<file path="config.mk">
export PLATFORM = sky130hd
export DESIGN_NAME = min_search_seq_flat
export DESIGN_NICKNAME = d
export VERILOG_FILES = /design/src/rtl/min_search_seq_if.sv /design/src/rtl/min_search_seq.sv /design/src/flat_wrapper.sv
export SDC_FILE = /design/constraint.sdc
export NUM_CORES = 1
export LEC_CHECK = 0
export BUFFER_PORTS_ARGS = -buffer_cell sky130_fd_sc_hd__buf_2
export CAP_MARGIN = 20
export CORE_UTILIZATION = 53
export CTS_CLUSTER_DIAMETER = 100
export CTS_CLUSTER_SIZE = 10
export DETAILED_ROUTE_END_ITERATION = 12
export GPL_ROUTABILITY_DRIVEN = 0
export PLACE_DENSITY_LB_ADDON = 0.1
export SETUP_SLACK_MARGIN = 0.3
export SYNTH_ARGS = -nofsm -noshare
export SYNTH_HDL_FRONTEND = slang
export SYNTH_SLANG_ARGS = --single-unit
</file>
<file path="constraint.sdc">
create_clock -name clk -period 2.8 [get_ports clk]
set_input_delay 0.14 -clock clk [delete_from_list [all_inputs] [get_ports clk]]
set_output_delay 0.14 -clock clk [all_outputs]
set_load 0.02 [all_outputs]
</file>
<file path="src/rtl/min_search_seq_if.sv">
// Handshake bundle for the min-search sequencer:
// job start, operand stream and result beat.
interface min_search_seq_if #(
    parameter int DW    = 8,
    parameter int CNT_W = 4
);
    logic             start;
    logic [CNT_W:0]   len;
    logic             in_valid;
    logic [DW-1:0]    in_data;
    logic             in_ready;
    logic             out_valid;
    logic [DW-1:0]    out_min;
    logic [CNT_W-1:0] out_idx;
    logic             out_err;
    logic             out_ready;
    logic             busy;

    modport master (
        output start, len, in_valid, in_data, out_ready,
        input  in_ready, out_valid, out_min, out_idx,
        input  out_err, busy
    );

    modport slave (
        input  start, len, in_valid, in_data, out_ready,
        output in_ready, out_valid, out_min, out_idx,
        output out_err, busy
    );
endinterface

</file>
<file path="src/rtl/min_search_seq.sv">
// Streams LEN operands through one registered min-compare,
// tracking the running minimum and its first index.
module min_search_seq #(
    parameter int DW    = 8,
    parameter int CNT_W = 4
) (
    input logic            clk,
    input logic            rst_n,
    min_search_seq_if.slave bus
);
    typedef enum logic [1:0] {
        IDLE = 2'd0,
        RUN  = 2'd1,
        DONE = 2'd2
    } state_t;

    localparam logic [CNT_W:0] MAX_LEN = {1'b1, {CNT_W{1'b0}}};

    state_t           state;
    state_t           state_nx;
    logic [CNT_W:0]   cnt;
    logic [CNT_W:0]   cnt_nx;
    logic [CNT_W:0]   len_r;
    logic [DW-1:0]    min_r;
    logic [CNT_W-1:0] idx_r;
    logic             err_r;
    logic             len_ok;
    logic             job_go;
    logic             accept;
    logic             last_beat;
    logic             take;

    assign len_ok    = (bus.len != '0) && (bus.len <= MAX_LEN);
    assign job_go    = (state == IDLE) && bus.start;
    assign accept    = (state == RUN) && bus.in_valid;
    assign cnt_nx    = cnt + 1'b1;
    assign last_beat = accept && (cnt_nx == len_r);
    // First beat always loads; later beats only on strictly smaller.
    assign take      = accept && ((cnt == '0) || (bus.in_data < min_r));

    // State register.
    always_ff @(posedge clk or negedge rst_n) begin
        if (!rst_n) state <= IDLE;
        else        state <= state_nx;
    end

    // Next-state logic; start is only honoured in IDLE.
    always_comb begin
        state_nx = state;
        unique case (state)
            IDLE: if (bus.start) state_nx = len_ok ? RUN : DONE;
            RUN:  if (last_beat) state_nx = DONE;
            DONE: if (bus.out_ready) state_nx = IDLE;
            default: state_nx = IDLE;
        endcase
    end

    // Job setup, beat counting and running-minimum datapath.
    always_ff @(posedge clk or negedge rst_n) begin
        if (!rst_n) begin
            cnt   <= '0;
            len_r <= '0;
            min_r <= '0;
            idx_r <= '0;
            err_r <= 1'b0;
        end else begin
            if (job_go) begin
                cnt <= '0;
                if (len_ok) begin
                    len_r <= bus.len;
                    err_r <= 1'b0;
                end else begin
                    err_r <= 1'b1;
                    min_r <= '1;
                    idx_r <= '0;
                end
            end
            if (accept) begin
                cnt <= cnt_nx;
                if (take) begin
                    min_r <= bus.in_data;
                    idx_r <= cnt[CNT_W-1:0];
                end
            end
        end
    end

    assign bus.in_ready  = (state == RUN);
    assign bus.out_valid = (state == DONE);
    assign bus.busy      = (state != IDLE);
    assign bus.out_min   = min_r;
    assign bus.out_idx   = idx_r;
    assign bus.out_err   = err_r;
endmodule

</file>
<file path="src/flat_wrapper.sv">
// flat-port wrapper written by rule: the top's interface ports become plain ports
module min_search_seq_flat 
#(
    parameter int DW    = 8,
    parameter int CNT_W = 4
)
  (clk, rst_n, bus_start, bus_len, bus_in_valid, bus_in_data, bus_out_ready, bus_in_ready, bus_out_valid, bus_out_min, bus_out_idx, bus_out_err, bus_busy);
  min_search_seq_if #(.DW(DW), .CNT_W(CNT_W)) bus_i ();
  input logic clk;
  input logic rst_n;
  input wire logic [$bits(bus_i.start)-1:0] bus_start;
  input wire logic [$bits(bus_i.len)-1:0] bus_len;
  input wire logic [$bits(bus_i.in_valid)-1:0] bus_in_valid;
  input wire logic [$bits(bus_i.in_data)-1:0] bus_in_data;
  input wire logic [$bits(bus_i.out_ready)-1:0] bus_out_ready;
  output wire logic [$bits(bus_i.in_ready)-1:0] bus_in_ready;
  output wire logic [$bits(bus_i.out_valid)-1:0] bus_out_valid;
  output wire logic [$bits(bus_i.out_min)-1:0] bus_out_min;
  output wire logic [$bits(bus_i.out_idx)-1:0] bus_out_idx;
  output wire logic [$bits(bus_i.out_err)-1:0] bus_out_err;
  output wire logic [$bits(bus_i.busy)-1:0] bus_busy;
  assign bus_i.start = bus_start;
  assign bus_i.len = bus_len;
  assign bus_i.in_valid = bus_in_valid;
  assign bus_i.in_data = bus_in_data;
  assign bus_i.out_ready = bus_out_ready;
  assign bus_in_ready = bus_i.in_ready;
  assign bus_out_valid = bus_i.out_valid;
  assign bus_out_min = bus_i.out_min;
  assign bus_out_idx = bus_i.out_idx;
  assign bus_out_err = bus_i.out_err;
  assign bus_busy = bus_i.busy;
  min_search_seq #(.DW(DW), .CNT_W(CNT_W)) u_core (.clk(clk), .rst_n(rst_n), .bus(bus_i));
endmodule
</file>
==> run_summary.xml, run 1 <==
<?xml version="1.0" encoding="UTF-8"?>
<metrics>
  <group name="synthesis">
    <metric name="synth_seq_area_share" unit="%">43.8</metric>
    <metric name="yosys_warnings" unit="">0</metric>
    <metric name="synth_xor_xnor_area_share" unit="%">5.52</metric>
    <metric name="muxShareOfSynthArea" unit="%">13.7</metric>
    <metric name="synth_compound_gate_area_share" unit="%">10.1</metric>
    <metric name="synth_simple_gate_area_share" unit="%">14.4</metric>
    <metric name="syn_avg_cell_area" unit="µm²">10.7</metric>
    <metric name="synthesis.nets" unit="">160</metric>
    <metric name="syn-cell-area" unit="µm²">1430</metric>
    <metric name="combinational_family_with_the_most_area_after_synthesis" unit="">simple AND/OR/NAND/NOR gates</metric>
    <metric name="yosys.area.top_type" unit="">sky130_fd_sc_hd__dfrtp_1</metric>
    <metric name="ys_ff_latch" unit="">25</metric>
    <metric name="yosys.area.top_type_share" unit="%">43.8</metric>
    <metric name="post_synth_adder_cell_area" unit="%">7.88</metric>
    <metric name="synth.top_cells.by_area" unit="">sky130_fd_sc_hd__dfrtp_1, sky130_fd_sc_hd__mux2_4, sky130_fd_sc_hd__ha_1</metric>
    <metric name="post_synth_num_cell_types" unit="">35</metric>
    <metric name="post_synth_inst_count" unit="">133</metric>
  </group>
  <group name="min_path">
    <metric name="hold_class" unit="">primary input to flop</metric>
    <metric name="hold_path.startpoint" unit="">bus_in_data[1]</metric>
    <metric name="whs_endpoint" unit="">u_core.bus.out_min[1]$_DFF_PN0_</metric>
    <metric name="hold_path_cell_cnt" unit="">2</metric>
  </group>
  <group name="route">
    <metric name="drt_wl_total" unit="µm">2560</metric>
    <metric name="first_iter_violations" unit="">11</metric>
    <metric name="final_antenna_net_count" unit="">0</metric>
    <metric name="vias" unit="">1045</metric>
    <metric name="drt_pass_1_iters" unit="">4</metric>
    <metric name="drt-vias-per-instance" unit="">5.28</metric>
    <metric name="detail_route.wl_per_cell" unit="µm">12.9</metric>
    <metric name="drc" unit="">0</metric>
  </group>
  <group name="critical_path">
    <metric name="worst-setup-path-type" unit="">flop to flop</metric>
    <metric name="r2r_cells" unit="">7</metric>
    <metric name="r2r_end" unit="">u_core.bus.out_min[4]$_DFF_PN0_</metric>
    <metric name="worstPathRequired" unit="ns">3.01</metric>
    <metric name="max_stage_delay" unit="ns">0.45</metric>
    <metric name="startpoint_class_of_the_critical_path" unit="">flop</metric>
    <metric name="reg2reg_from" unit="">u_core.bus.out_min[2]$_DFF_PN0_</metric>
    <metric name="crit_path_max_fanout" unit="">10</metric>
    <metric name="cp_cell_sequence" unit="">inv_1 -&gt; ha_1 -&gt; a211oi_2 -&gt; o21ai_2 -&gt; a2111oi_4 -&gt; nor2b_2 -&gt; mux2_4</metric>
    <metric name="timing.critical_path.to_type" unit="">flop</metric>
    <metric name="r2r_setup_slack" unit="ns">0.59</metric>
    <metric name="cp_slowest_cell" unit="">sky130_fd_sc_hd__a2111oi_4</metric>
    <metric name="crit_arrival" unit="ns">2.41</metric>
  </group>
  <group name="clock_network">
    <metric name="cts_tree" unit="">built</metric>
    <metric name="cts.reportedPaths.clkPinSlew" unit="ns">0.13</metric>
    <metric name="postCtsSetupRepairBufs" unit="">0</metric>
    <metric name="clock_tree.buffer_depth" unit="">2</metric>
    <metric name="cts-buffers-inserted" unit="">3</metric>
    <metric name="post_cts_resize_count" unit="">0</metric>
    <metric name="cts.sink_count" unit="">25</metric>
    <metric name="insertion_delay" unit="ns">0.31</metric>
    <metric name="cts-htree-levels" unit="">1</metric>
    <metric name="cts-root-buf" unit="">sky130_fd_sc_hd__clkbuf_4</metric>
    <metric name="hold_buffers" unit="">1</metric>
  </group>
  <group name="timing">
    <metric name="final_period_minus_worst_setup_slack" unit="ns">2.21</metric>
    <metric name="timing.final.max_slew_violations" unit="">0</metric>
    <metric name="relSlewSlack" unit="%">51.8</metric>
    <metric name="finalCritPeriodShare" unit="%">78.8</metric>
    <metric name="fin_tns_setup" unit="ns">0</metric>
    <metric name="achievable-frequency" unit="MHz">453</metric>
    <metric name="report.final.hold_viol_count" unit="">0</metric>
    <metric name="setup_slack" unit="ns">0.595</metric>
    <metric name="rsz_0062_raised_after_global_routing" unit="">no</metric>
    <metric name="finalSetupViolations" unit="">0</metric>
    <metric name="final.hold.worst_slack" unit="ns">0.0648</metric>
    <metric name="finalClockSkew" unit="ns">0.00869</metric>
    <metric name="max_slew.worst_pin.slew" unit="ns">0.720</metric>
  </group>
  <group name="place">
    <metric name="place_area" unit="µm²">1610</metric>
    <metric name="place_ws" unit="ns">0.611</metric>
    <metric name="port-buffer-count" unit="">33</metric>
    <metric name="dp_hpwl" unit="µm">2000</metric>
    <metric name="dp.cells" unit="">193</metric>
  </group>
  <group name="power_and_ir_drop">
    <metric name="post-layout-total-power" unit="mW">1.64</metric>
    <metric name="netSwitchingPower" unit="mW">0.665</metric>
    <metric name="static-leakage-power" unit="nW">0.839</metric>
    <metric name="seq_power_share" unit="%">35.5</metric>
    <metric name="power.share.switching" unit="%">40.5</metric>
    <metric name="power_density" unit="nW/µm²">997</metric>
    <metric name="combPwrFrac" unit="%">55.0</metric>
    <metric name="power.clock.fraction" unit="%">9.6</metric>
    <metric name="peakVddDrop" unit="V">0.000619</metric>
    <metric name="power.internal" unit="mW">0.978</metric>
  </group>
  <group name="floorplan">
    <metric name="die_w" unit="µm">53.9</metric>
    <metric name="placementRows" unit="">18</metric>
    <metric name="core" unit="µm²">2520</metric>
    <metric name="die_height" unit="µm">53.9</metric>
    <metric name="initial_core_util" unit="%">56.6</metric>
    <metric name="num_io_pins" unit="">34</metric>
    <metric name="dieArea" unit="µm²">2910</metric>
  </group>
  <group name="cells_and_area">
    <metric name="finalNonFillerCells" unit="">198</metric>
    <metric name="finalCoreUtilization" unit="%">65.3</metric>
    <metric name="layout-area-overhead-vs-synth" unit="%">15.3</metric>
    <metric name="fillCellCount" unit="">211</metric>
    <metric name="nNetsFinal" unit="">196</metric>
    <metric name="final_cell_area" unit="µm²">1650</metric>
    <metric name="antennaDiodeCount" unit="">0</metric>
    <metric name="drive_above_1_share" unit="%">33.3</metric>
  </group>
  <group name="global_route">
    <metric name="first_pass_grt_wire_length" unit="µm">4130</metric>
    <metric name="grt_usage" unit="%">20.3</metric>
    <metric name="grt_overflow" unit="">0</metric>
    <metric name="first_global_vias" unit="">1032</metric>
    <metric name="grt_max_degree" unit="">26</metric>
    <metric name="grt_antenna_before_repair" unit="">0</metric>
  </group>
  <group name="run">
    <metric name="maxCapViolCount" unit="">0</metric>
  </group>
  <group name="outcome">
    <metric name="status" unit="">completed</metric>
  </group>
</metrics>
power by group through the flow:
stage	logic [mW]	clock network (mW)	registers (mW)
final	0.903	0.157	0.583
after global routing	1.00	0.175	0.609
after CTS	0.914	0.164	0.586
after detailed placement	0.909	0	0.594
after global placement	0.891	0	0.588
after floorplan	0.634	0	0.672
cell families after synthesis:
family	count (synthesis)
simple gates	42
flops	25
compound gates	18
buf+inv	15
mux	15
xor+xnor	9
fa+ha+maj	9
flip-flops by register name, indices dropped and copies added (netlist names):
signal,cells
u_core.bus.out_err,1
u_core.bus.out_idx,4
u_core.bus.out_min,8
u_core.cnt,5
u_core.len_r,5
u_core.state,2
cell usage after synthesis, drive strengths merged:
| cell type | n |
|---|---|
| o21ai | 8 |
| inv | 12 |
| clkbuf | 2 |
| o21a | 1 |
| and2 | 1 |
| nor4 | 1 |
| buf | 1 |
| a2111oi | 1 |
| and2b | 1 |
| ha | 9 |
| a211oi | 2 |
| nor2b | 3 |
| o311ai | 1 |
| mux2 | 13 |
| nor3 | 1 |
| dfrtp | 25 |
| or2 | 1 |
| xor2 | 2 |
| nor2 | 8 |
| nand4 | 3 |
| a22o | 2 |
| nand3 | 4 |
| o22ai | 1 |
| nand2b | 2 |
| xnor2 | 7 |
| o31ai | 1 |
| a21oi | 1 |
| mux2i | 2 |
| nand2 | 17 |
placed cells by master, fill, tap and decap left out, types with 2 or more instances in the layout:
cell type                   n
sky130_fd_sc_hd__buf_2     33
sky130_fd_sc_hd__dfrtp_1   25
sky130_fd_sc_hd__nand2_1   16
sky130_fd_sc_hd__inv_1     12
sky130_fd_sc_hd__ha_1       9
sky130_fd_sc_hd__nor2_1     8
sky130_fd_sc_hd__mux2_4     8
sky130_fd_sc_hd__o21ai_0    7
sky130_fd_sc_hd__xnor2_1    7
sky130_fd_sc_hd__mux2_2     5
sky130_fd_sc_hd__nand3_1    4
sky130_fd_sc_hd__nand4_1    3
sky130_fd_sc_hd__clkbuf_4   3
sky130_fd_sc_hd__nor2b_1    2
sky130_fd_sc_hd__nand2b_1   2
sky130_fd_sc_hd__mux2i_1    2
sky130_fd_sc_hd__a22o_1     2
sky130_fd_sc_hd__xor2_1     2
critical path, delay by kind of cell (launching register included):
kind	cells	cell delay (ns)
adders and majority gates	1	0.32
and+or+nand+nor	1	0.24
muxes	1	0.34
DFF	1	0.36
AOI/OAI and AO/OA	3	0.78
buffers and inverters	1	0.06
cell type report:
class                   count  area (µm²)  share of cell area [%]
clock buffers               4        26.3                    1.59
inverters                  12        45.0                    2.73
repair buffers             34         175                    10.6
multi-input cells          93         738                    44.8
well taps                  30        37.5                    2.28
flip-flops and latches     25         626                    38.0
worst max path at each step:
stage / slack [ns] / to / start / cells after the start
6_report: 0.59 / u_core.bus.out_min[4]$_DFF_PN0_ / u_core.bus.out_min[2]$_DFF_PN0_ / 7
3_5_place_dp: 0.61 / u_core.bus.out_min[3]$_DFF_PN0_ / u_core.bus.out_min[2]$_DFF_PN0_ / 7
5_1_grt: 0.45 / u_core.bus.out_min[0]$_DFF_PN0_ / u_core.bus.out_min[2]$_DFF_PN0_ / 7
2_1_floorplan: 0.58 / u_core.bus.out_min[0]$_DFF_PN0_ / u_core.bus.out_min[2]$_DFF_PN0_ / 8
3_3_place_gp: 0.66 / u_core.bus.out_min[0]$_DFF_PN0_ / u_core.bus.out_min[2]$_DFF_PN0_ / 7
4_1_cts: 0.58 / u_core.bus.out_min[5]$_DFF_PN0_ / u_core.bus.out_min[2]$_DFF_PN0_ / 7
metal layers:
layer / wire length (µm) / part of all wire (%) / track usage [%]
met1: 1070 / 42 / 21.4
met2: 1350 / 53 / 37.9
met3: 109 / 4.3 / 3.39
met4: 29 / 1.1 / 11.0
met5: 0 / 0 / 0
Power figures use the tool's default switching activity.
==> inputs of run 2 (changes only) <==
- clock period: 2.8 -> 2.1 ns (I/O delays scaled with it)
==> run 2 against run 1 <==
  * First-iteration DRC count fell by 9.1%
  * Wire length rose by 8.7%
  * Total power rose by 44%
  * Clock power rose by 38%
  * Clock-buffer cell count did not move
  * Die area did not move
  * Combinational power rose by 52%
  * Core utilization rose by 4.6 points
  * Clock skew fell by 0.0064 ns
  * Final area rose by 7.0%
  * Hold slack got worse by 0.037 ns
==> run_summary.xml, run 2 (same netlist as run 1, synthesis figures left out) <==
<?xml version="1.0" encoding="UTF-8"?>
<metrics>
  <group name="cells_and_area">
    <metric name="final_cell_area" unit="µm²">1760</metric>
    <metric name="largest_reg_flops" unit="">8</metric>
    <metric name="drive_above_1_share" unit="%">43.2</metric>
    <metric name="antennaDiodeCount" unit="">0</metric>
    <metric name="layout.cells.most_common" unit="">sky130_fd_sc_hd__buf_2</metric>
    <metric name="nNetsFinal" unit="">204</metric>
    <metric name="layout.cells.most_common_list" unit="">sky130_fd_sc_hd__buf_2, sky130_fd_sc_hd__dfrtp_1, sky130_fd_sc_hd__nand2_1</metric>
    <metric name="layout-area-overhead-vs-synth" unit="%">23.4</metric>
  </group>
  <group name="timing">
    <metric name="achievable-frequency" unit="MHz">515</metric>
    <metric name="final_period_minus_worst_setup_slack" unit="ns">1.94</metric>
    <metric name="fin_tns_setup" unit="ns">0</metric>
    <metric name="relSlewSlack" unit="%">62.6</metric>
    <metric name="finalClockSkew" unit="ns">0.00228</metric>
    <metric name="max_slew.worst_pin.slew" unit="ns">0.561</metric>
    <metric name="finalSetupViolations" unit="">0</metric>
    <metric name="setup_slack" unit="ns">0.156</metric>
    <metric name="rsz_0062_raised_after_global_routing" unit="">yes</metric>
    <metric name="timing.final.max_slew_violations" unit="">0</metric>
    <metric name="report.final.hold_viol_count" unit="">0</metric>
    <metric name="finalCritPeriodShare" unit="%">92.5</metric>
    <metric name="final.hold.worst_slack" unit="ns">0.0278</metric>
  </group>
  <group name="power_and_ir_drop">
    <metric name="seq_power_share" unit="%">33.3</metric>
    <metric name="power.clock.fraction" unit="%">9.1</metric>
    <metric name="power_density" unit="nW/µm²">1350</metric>
    <metric name="netSwitchingPower" unit="mW">0.952</metric>
    <metric name="power.internal" unit="mW">1.42</metric>
    <metric name="combPwrFrac" unit="%">57.6</metric>
    <metric name="peakVddDrop" unit="V">0.000754</metric>
    <metric name="post-layout-total-power" unit="mW">2.37</metric>
    <metric name="power.share.switching" unit="%">40.1</metric>
    <metric name="static-leakage-power" unit="nW">0.889</metric>
  </group>
  <group name="critical_path">
    <metric name="timing.critical_path.to_type" unit="">flop</metric>
    <metric name="cp_cell_sequence" unit="">inv_2 -&gt; ha_4 -&gt; a211oi_2 -&gt; o21ai_2 -&gt; a2111oi_4 -&gt; buf_4 -&gt; nor2b_4 -&gt; mux2_4</metric>
    <metric name="crit_path_max_fanout" unit="">5</metric>
    <metric name="cp_slowest_cell" unit="">sky130_fd_sc_hd__dfrtp_2</metric>
    <metric name="worst-setup-path-type" unit="">flop to flop</metric>
    <metric name="startpoint_class_of_the_critical_path" unit="">flop</metric>
    <metric name="cp.buffers_inverters" unit="">2</metric>
    <metric name="worstPathRequired" unit="ns">2.31</metric>
    <metric name="max_stage_delay" unit="ns">0.43</metric>
    <metric name="critPathTopFamily" unit="">compound AO/OA/AOI/OAI gates</metric>
    <metric name="crit_arrival" unit="ns">2.16</metric>
  </group>
  <group name="floorplan">
    <metric name="dieArea" unit="µm²">2910</metric>
    <metric name="die_w" unit="µm">53.9</metric>
    <metric name="core" unit="µm²">2520</metric>
    <metric name="placementRows" unit="">18</metric>
    <metric name="num_io_pins" unit="">34</metric>
    <metric name="die_height" unit="µm">53.9</metric>
    <metric name="initial_core_util" unit="%">56.6</metric>
  </group>
  <group name="global_route">
    <metric name="grt_antenna_before_repair" unit="">0</metric>
    <metric name="first_pass_grt_wire_length" unit="µm">4490</metric>
    <metric name="first_global_vias" unit="">1038</metric>
    <metric name="grt_overflow" unit="">0</metric>
    <metric name="grt_max_degree" unit="">26</metric>
    <metric name="grt_usage" unit="%">21.5</metric>
  </group>
  <group name="outcome">
    <metric name="status" unit="">completed</metric>
  </group>
  <group name="clock_network">
    <metric name="cts-buffers-inserted" unit="">3</metric>
    <metric name="cts.sink_count" unit="">25</metric>
    <metric name="cts-root-buf" unit="">sky130_fd_sc_hd__clkbuf_4</metric>
    <metric name="clock_tree.buffer_depth" unit="">2</metric>
    <metric name="cts_tree" unit="">built</metric>
    <metric name="insertion_delay" unit="ns">0.31</metric>
    <metric name="cts.reportedPaths.clkPinSlew" unit="ns">0.14</metric>
    <metric name="cts-htree-levels" unit="">1</metric>
  </group>
  <group name="route">
    <metric name="drt_pass_1_iters" unit="">4</metric>
    <metric name="detail_route.wl_per_cell" unit="µm">13.5</metric>
    <metric name="first_iter_violations" unit="">10</metric>
    <metric name="vias" unit="">1101</metric>
    <metric name="drt-vias-per-instance" unit="">5.34</metric>
    <metric name="drt_wl_total" unit="µm">2780</metric>
    <metric name="drc" unit="">0</metric>
    <metric name="final_antenna_net_count" unit="">0</metric>
  </group>
  <group name="place">
    <metric name="port-buffer-count" unit="">33</metric>
    <metric name="place_area" unit="µm²">1660</metric>
    <metric name="dp_hpwl" unit="µm">2090</metric>
    <metric name="place_ws" unit="ns">-0.0488</metric>
  </group>
  <group name="min_path">
    <metric name="hold_class" unit="">primary input to flop</metric>
  </group>
  <group name="run">
    <metric name="maxCapViolCount" unit="">0</metric>
  </group>
</metrics>
-- run 2: cell count changes in the layout (fill, tap and decap cells not counted), moves of 2 or more --
cell                      delta
sky130_fd_sc_hd__dfrtp_1     -7
sky130_fd_sc_hd__dfrtp_2     +7
sky130_fd_sc_hd__buf_4       +4
sky130_fd_sc_hd__buf_6       +2
sky130_fd_sc_hd__nor2_1      -2
sky130_fd_sc_hd__nor2_2      +2
sky130_fd_sc_hd__nor2b_4     +2
-- run 2: final timing paths --
kind,from,endpoint,slack [ns],cells past startpoint
max,u_core.bus.out_min[2]$_DFF_PN0_,u_core.bus.out_min[4]$_DFF_PN0_,0.16,8
min,bus_in_data[1],u_core.bus.out_min[1]$_DFF_PN0_,0.03,2
max reg2reg,u_core.bus.out_min[2]$_DFF_PN0_,u_core.bus.out_min[4]$_DFF_PN0_,0.16,8
min reg2reg,u_core.bus.out_err$_DFFE_PN0P_,u_core.bus.out_err$_DFFE_PN0P_,0.50,1
max in group asynchronous,rst_n,u_core.cnt[0]$_DFFE_PN0P_,1.40,2
min in group asynchronous,rst_n,u_core.bus.out_min[5]$_DFF_PN0_,0.30,2
-- run 2: area by class of cell --
| cell class | count | area, µm² |
|---|---|---|
| clock buffers | 4 | 26.3 |
| fillers | 211 | 759 |
| inverters | 12 | 45.0 |
| multi-input cells | 94 | 782 |
| flip-flops and latches | 25 | 634 |
| well taps | 30 | 37.5 |
| repair buffers | 41 | 238 |
-- run 2: repair_timing --
action                     CTS  global route
gates cloned                 1             0
resized for setup            4             5
setup endpoints to repair   10            14
hold buffers                 2             0
pin swaps                    0             0
hold endpoints to repair    26             0
setup buffers                3             0
-- run 2: metrics by stage --
step           cells  utilization (%)
2_1_floorplan    133                -
3_3_place_gp     196             65.8
3_5_place_dp     196             65.8
4_1_cts          206             69.5
5_1_grt          206             69.9
6_report         206             69.9
-- run 2: layer usage --
layer  part of all wire, %  GRT usage [%]
met3                   2.6           2.54
met1                    44           26.0
met4                  0.54           7.46
met2                    53           38.7
met5                     0              0
-- run 2: power by group through the flow --
| stage | Clock [mW] | Combinational [mW] | Sequential [mW] |
|---|---|---|---|
| detailed placement | 0 | 1.27 | 0.804 |
| finish | 0.216 | 1.37 | 0.790 |
| floorplan | 0 | 0.868 | 0.908 |
| CTS | 0.228 | 1.36 | 0.792 |
| global placement | 0 | 1.24 | 0.795 |
| global route | 0.246 | 1.49 | 0.822 |
